**src/rtl/sync_fifo_prog.sv**
```systemverilog
// Synchronous FIFO with programmable almost-full/almost-empty thresholds, sticky error flags,
// flush, and selectable registered or first-word-fall-through read data.
module sync_fifo_prog #(
    parameter int DATA_WIDTH = 8,
    parameter int DEPTH      = 16,
    parameter int FWFT       = 0,
    localparam int AW        = $clog2(DEPTH),
    localparam int CW        = AW + 1
) (
    input  logic                  clk,
    input  logic                  rst,
    input  logic                  flush,
    input  logic                  write_en,
    input  logic [DATA_WIDTH-1:0] wdata,
    input  logic                  read_en,
    input  logic [CW-1:0]         af_level,
    input  logic [CW-1:0]         ae_level,
    input  logic                  clr_err,
    output logic [DATA_WIDTH-1:0] rdata,
    output logic                  rvalid,
    output logic                  full,
    output logic                  empty,
    output logic                  amst_full,
    output logic                  amst_empty,
    output logic [CW-1:0]         count,
    output logic                  overflow,
    output logic                  underflow
);

    localparam logic [CW-1:0] DEPTH_C = CW'(DEPTH);

    logic [DATA_WIDTH-1:0] mem_q [DEPTH];
    logic [AW:0]           wr_ptr_q, wr_ptr_d, rd_ptr_q, rd_ptr_d;
    logic [CW-1:0]         count_q, count_d;
    logic                  full_q, full_d, empty_q, empty_d;
    logic                  amst_full_q, amst_full_d, amst_empty_q, amst_empty_d;
    logic                  overflow_q, overflow_d, underflow_q, underflow_d;
    logic                  ptr_full, ptr_empty, do_wr, do_rd;

    always_comb begin
        // Pointers differ only in the wrap bit exactly when every entry is occupied.
        ptr_full  = (wr_ptr_q ^ rd_ptr_q) == {1'b1, {AW{1'b0}}};
        ptr_empty = (wr_ptr_q == rd_ptr_q);
        do_wr     = write_en && !ptr_full && !flush;
        do_rd     = read_en && !ptr_empty && !flush;

        wr_ptr_d = wr_ptr_q;
        rd_ptr_d = rd_ptr_q;
        count_d  = count_q;
        if (flush) begin
            wr_ptr_d = '0;
            rd_ptr_d = '0;
            count_d  = '0;
        end else begin
            if (do_wr) wr_ptr_d = wr_ptr_q + (AW+1)'(1);
            if (do_rd) rd_ptr_d = rd_ptr_q + (AW+1)'(1);
            case ({do_wr, do_rd})
                2'b10:   count_d = count_q + CW'(1);
                2'b01:   count_d = count_q - CW'(1);
                default: count_d = count_q;
            endcase
        end

        full_d       = (count_d == DEPTH_C);
        empty_d      = (count_d == '0);
        amst_full_d  = (count_d >= af_level);
        amst_empty_d = (count_d <= ae_level);

        // A new error event in the same cycle as clr_err keeps the flag set.
        overflow_d  = (overflow_q && !clr_err) || (write_en && full_q);
        underflow_d = (underflow_q && !clr_err) || (read_en && empty_q);
    end

    always_ff @(posedge clk) begin
        if (rst) begin
            wr_ptr_q     <= '0;
            rd_ptr_q     <= '0;
            count_q      <= '0;
            full_q       <= 1'b0;
            empty_q      <= 1'b1;
            amst_full_q  <= 1'b0;
            amst_empty_q <= 1'b1;
            overflow_q   <= 1'b0;
            underflow_q  <= 1'b0;
        end else begin
            wr_ptr_q     <= wr_ptr_d;
            rd_ptr_q     <= rd_ptr_d;
            count_q      <= count_d;
            full_q       <= full_d;
            empty_q      <= empty_d;
            amst_full_q  <= amst_full_d;
            amst_empty_q <= amst_empty_d;
            overflow_q   <= overflow_d;
            underflow_q  <= underflow_d;
        end
    end

    // Storage is deliberately left uninitialised by reset and flush.
    always_ff @(posedge clk) begin
        if (!rst && do_wr) mem_q[wr_ptr_q[AW-1:0]] <= wdata;
    end

    generate
        if (FWFT != 0) begin : g_fwft
            assign rdata  = empty_q ? '0 : mem_q[rd_ptr_q[AW-1:0]];
            assign rvalid = !empty_q;
        end else begin : g_reg
            logic [DATA_WIDTH-1:0] rdata_q, rdata_d;
            logic                  rvalid_q, rvalid_d;

            always_comb begin
                rdata_d  = do_rd ? mem_q[rd_ptr_q[AW-1:0]] : rdata_q;
                rvalid_d = do_rd;
            end

            always_ff @(posedge clk) begin
                if (rst) begin
                    rdata_q  <= '0;
                    rvalid_q <= 1'b0;
                end else begin
                    rdata_q  <= rdata_d;
                    rvalid_q <= rvalid_d;
                end
            end

            assign rdata  = rdata_q;
            assign rvalid = rvalid_q;
        end
    endgenerate

    assign full       = full_q;
    assign empty      = empty_q;
    assign amst_full  = amst_full_q;
    assign amst_empty = amst_empty_q;
    assign count      = count_q;
    assign overflow   = overflow_q;
    assign underflow  = underflow_q;

endmodule

```
**config.mk**
```make
export PLATFORM = sky130hd
export DESIGN_NAME = sync_fifo_prog
export DESIGN_NICKNAME = d
export VERILOG_FILES = /design/src/rtl/sync_fifo_prog.sv
export SDC_FILE = /design/constraint.sdc
export NUM_CORES = 1
export LEC_CHECK = 0
export ABC_AREA = 1
export CAP_MARGIN = 20
export CORE_UTILIZATION = 55
export DETAILED_ROUTE_END_ITERATION = 6
export GPL_TIMING_DRIVEN = 0
export HOLD_SLACK_MARGIN = 0.08
export PLACE_DENSITY = 0.75
export SYNTH_ARGS = -nofsm -noshare
export SYNTH_HDL_FRONTEND = slang
export SYNTH_SLANG_ARGS = --single-unit
```
**constraint.sdc**
```tcl
create_clock -name clk -period 6.35 [get_ports clk]
set_input_delay 0.9525 -clock clk [delete_from_list [all_inputs] [get_ports clk]]
set_output_delay 0.9525 -clock clk [all_outputs]
set_load 0.01 [all_outputs]
```
==> implementation parameters <==
Parameter                              Value

Global route
  GR Util All Layers    between 20% and 30%
  Maximum number of pins on one net before global-route repair    17
  Number of antenna violations at the first check in global routing    0
  Via count of the first global-routing pass    between 5000 and 6000
  First-pass GRT wire length    28.0 mm
  Remaining Overflow, GRT    0

Min path
  Hold_sp    underflow
  Hold-critical path depth    2
  Worst Hold Path EP    underflow
  Kind of path behind the tightest hold check    reg -> reg

Setup path
  Register-to-register path setup slack    about 2600 ps
  Critical Path Slowest Stage Cell    clkdlybuf4s50_1
  Most common cell on crit path    nand2_1
  R2R Path End    amst_full
  CP Data Required Time    roughly 6700 ps
  R2R cell count    23
  Critical path startpoint category    input port
  Buf/Inv on CP    4
  Kind of cell adding the most delay to the critical path    simple AND/OR/NAND/NOR gates
  Worst reg2reg startpoint    rd_ptr_q[1]
  Worst-path cell chain    clkdlybuf4s50_1 -> clkinv_1 -> nand3_1 -> ha_1 -> inv_1 -> fa_1 -> nand3b_1 -> nand2_1 -> nand2_1 -> nand2_1 -> nand2_1 -> nand2_1 -> nand2_1 -> inv_1 -> ha_1 -> a21oi_1 -> o221ai_1 -> nor2_1 -> nor2_1
  Worst Path Max Fanout    8
  Data arrival time at the worst-slack endpoint    about 4400 ps
  Critical path capture point type    flip-flop
  Critical path's largest stage delay    580 ps
  CP Class    in -> reg

Timing
  Worst slew margin relative to its limit    between 40% and 50%
  Hold Fails Final Rpt    0
  Period utilization    65.2%
  Unrepaired setup endpoints after global routing    false
  Max Clock Skew    ~5.8 ps
  Setup tns final    0 ps
  Max-slew violation count    0
  Transition at the pin with the smallest max-transition slack    a little over 800 ps
  Final number of setup-violating endpoints    0
  Crit path time final    approximately 4100 ps
  Highest clock frequency the design can meet    approximately 240 MHz

Yosys
  Post-synthesis sequential area ratio    ~60%
  Post-synthesis net count    852
  Syn Area/Cell    approximately 9 um^2
  Post-synthesis register bit count    ~160
  Synthesis Warnings    0
  Synthesized instance count    roughly 810
  Yosys cell types    30
  Post-synthesis cell area    7410 um^2

Pwr
  Maximum VDD drop    about 0.00021 V
  Leak Pwr    around 0.0038 uW
  Pwr Density    about 270 nW/um^2

Routing
  Starting DRT DRC Count    between 500 and 600
  Vias per cell    5.36
  Post-detailed-route count of antenna-violating nets    0
  Number of vias in the routed layout    approximately 5700
  Final Routed Wirelength    around 18 mm
  Remaining design rule violation count    0
  Drt pass-1 iters    5
  Average routed wire per standard cell    between 15 and 20 um

Die
  Total die area    ~14000 um^2
  Die H    118 um
  Die X-Extent    roughly 120 um
  Core Area    around 13000 um^2
  Site row count    42
  Number of top-level pins    44
  Starting density of the core    56.2%

Layout
  Final cell count without fillers    about 1100
  Area used by multi-input combinational logic    ~2300 um^2
  Register area    approximately 4400 um^2
  Share of final-layout standard cells stronger than drive strength 1    between 6 and 7%
  # nets final    913
  Diodes inserted    0
  Area Overhead vs Synth    17.3%
  Filler Cell Count    roughly 1000

Placement
  Placed wire-length estimate after detailed placement    12.2 mm
  Quantity of I/O buffers inserted on ports    42
  Placed cells    1026
  Final Wtd Congestion    0.916

Clock network
  Post-cts gate resize count    0
  Clk pin slew, worst setup/hold paths    ~60 ps
  Cts hold-fix bufs    0
  TritonCTS clock tree    done
  CTS sink count    around 160
  Library cell used as clock root buffer    clkbuf_16
  H-tree lvl count    4
  Max Root-Sink Buffers    2
  Number of setup buffers added after CTS    0
  Worst-skew pair later-pin latency    around 430 ps
  Inserted Clock Buffers    17

Job
  Max-capacitance violation count    0

Status
  Run status    completed
-- power by group --
part	switching, uW	total (uW)	internal (uW)
Combinational	99.1	156	57.0
Sequential	5.48	1130	1130
Clock	404	1100	697
-- kinds of logic after synthesis --
kind of cell	synth area share, %
AND/OR/NAND/NOR	23.5
buffers and inverters	9.10
flip-flops	60.0
AO/OA/AOI/OAI	2.87
adder cells (fa/ha/maj)	3.48
XOR/XNOR	1.06
-- how the worst max path moves through the flow --
stage / start / end / slack, ps / cells past startpoint
after global routing: flush / amst_full / 2030 / 19
after global placement: flush / amst_full / 1940 / 19
after detailed placement: flush / amst_full / 1830 / 19
final: flush / amst_full / 2210 / 19
after CTS: flush / amst_full / 2260 / 19
after floorplan: flush / amst_full / 2950 / 20
-- worst reg2reg max path, delay by kind of cell (launching register included) --
family	cells	cell delay, ps
compound gates	2	290
fa+ha+maj	3	1040
buf+inv	4	490
flops	1	330
simple gates	14	1430
-- synthesized netlist by cell type --
master      n  area, um^2
o22ai_1     6        37.5
inv_2       3        11.3
nor2_1     71         267
o211ai_1    1        7.51
nand3_2     2        20.0
buf_6       1        11.3
buf_4       4        30.0
nor2_2      1        6.26
clkinv_1    1        3.75
inv_1     133         499
nand3b_1    2        15.0
dfxtp_1    30         601
nand2_4     1        11.3
fa_1        1        20.0
xnor2_1     2        17.5
nor2_4      1        11.3
o21ai_0    14        70.1
clkbuf_1   12        45.0
nand3_1    79         395
ha_1       19         238
nand4_1    15        93.8
nand2_1   238         893
buf_1       1        3.75
o221ai_1    2        17.5
a21oi_1    16        80.1
buf_2      14        70.1
nand2_2     2        12.5
edfxtp_1  128        3840
nand3_4     1        17.5
xor2_1      7        61.3
-- per-layer routing --
metal / share of wire (%) / GRT usage (%)
met1: 41 / 34.2
met2: 49 / 43.6
met3: 7.5 / 6.35
met4: 2.9 / 13.2
met5: 0 / 0
-- state kept, by name, summed over array words and instances, names as in the netlist --
signal and cells:
rvalid 1, rdata 8, count 5, amst_full 1, overflow 1, wr_ptr_q 5, full 1, underflow 1
empty 1, rd_ptr_q 5, mem_q 128, amst_empty 1
-- layout make-up --
cell class | instances | area share [%]
Multi-Input combinational cell | 481 | 26.4
Timing Repair Buffer | 42 | 4.83
Clock inverter | 14 | 2.47
Tap cell | 176 | 2.53
Clock buffer | 18 | 4.94
Inverter | 137 | 5.91
Buffer | 32 | 1.84
Sequential cell | 158 | 51.1
-- metrics by stage --
step / instance area (um^2) / setup WS (ps) / hold slack [ps] / utilization [%] / total power [uW]
5_1_grt: 8700 / 2030 / 481 / 65.9 / 2460
3_5_place_dp: 8050 / 1830 / 467 / 61.0 / 1310
2_1_floorplan: 7410 / 2950 / 465 / - / 1240
6_report: 8700 / 2210 / 470 / 65.9 / 2390
3_3_place_gp: 8050 / 1940 / 457 / 61.0 / 1300
4_1_cts: 8700 / 2260 / 472 / 65.9 / 2400
-- cell usage in the layout (no fill, tap or decap), types with 2 or more instances in the layout --
cell type / n
ha_1: 19
o21ai_0: 14
xor2_1: 7
clkbuf_1: 13
dfxtp_1: 30
inv_1: 133
clkinv_1: 2
nand2_2: 2
nand4_1: 15
edfxtp_1: 128
clkinv_2: 2
buf_4: 4
clkinv_4: 4
clkbuf_16: 17
nand3_2: 2
nand3b_1: 2
xnor2_1: 2
o22ai_1: 6
a21oi_1: 16
buf_2: 14
nor2_1: 71
inv_2: 3
bufinv_16: 5
nand3_1: 79
o221ai_1: 2
nand2_1: 238
clkdlybuf4s50_1: 42
Note: power is estimated with default switching activity, not from simulation.
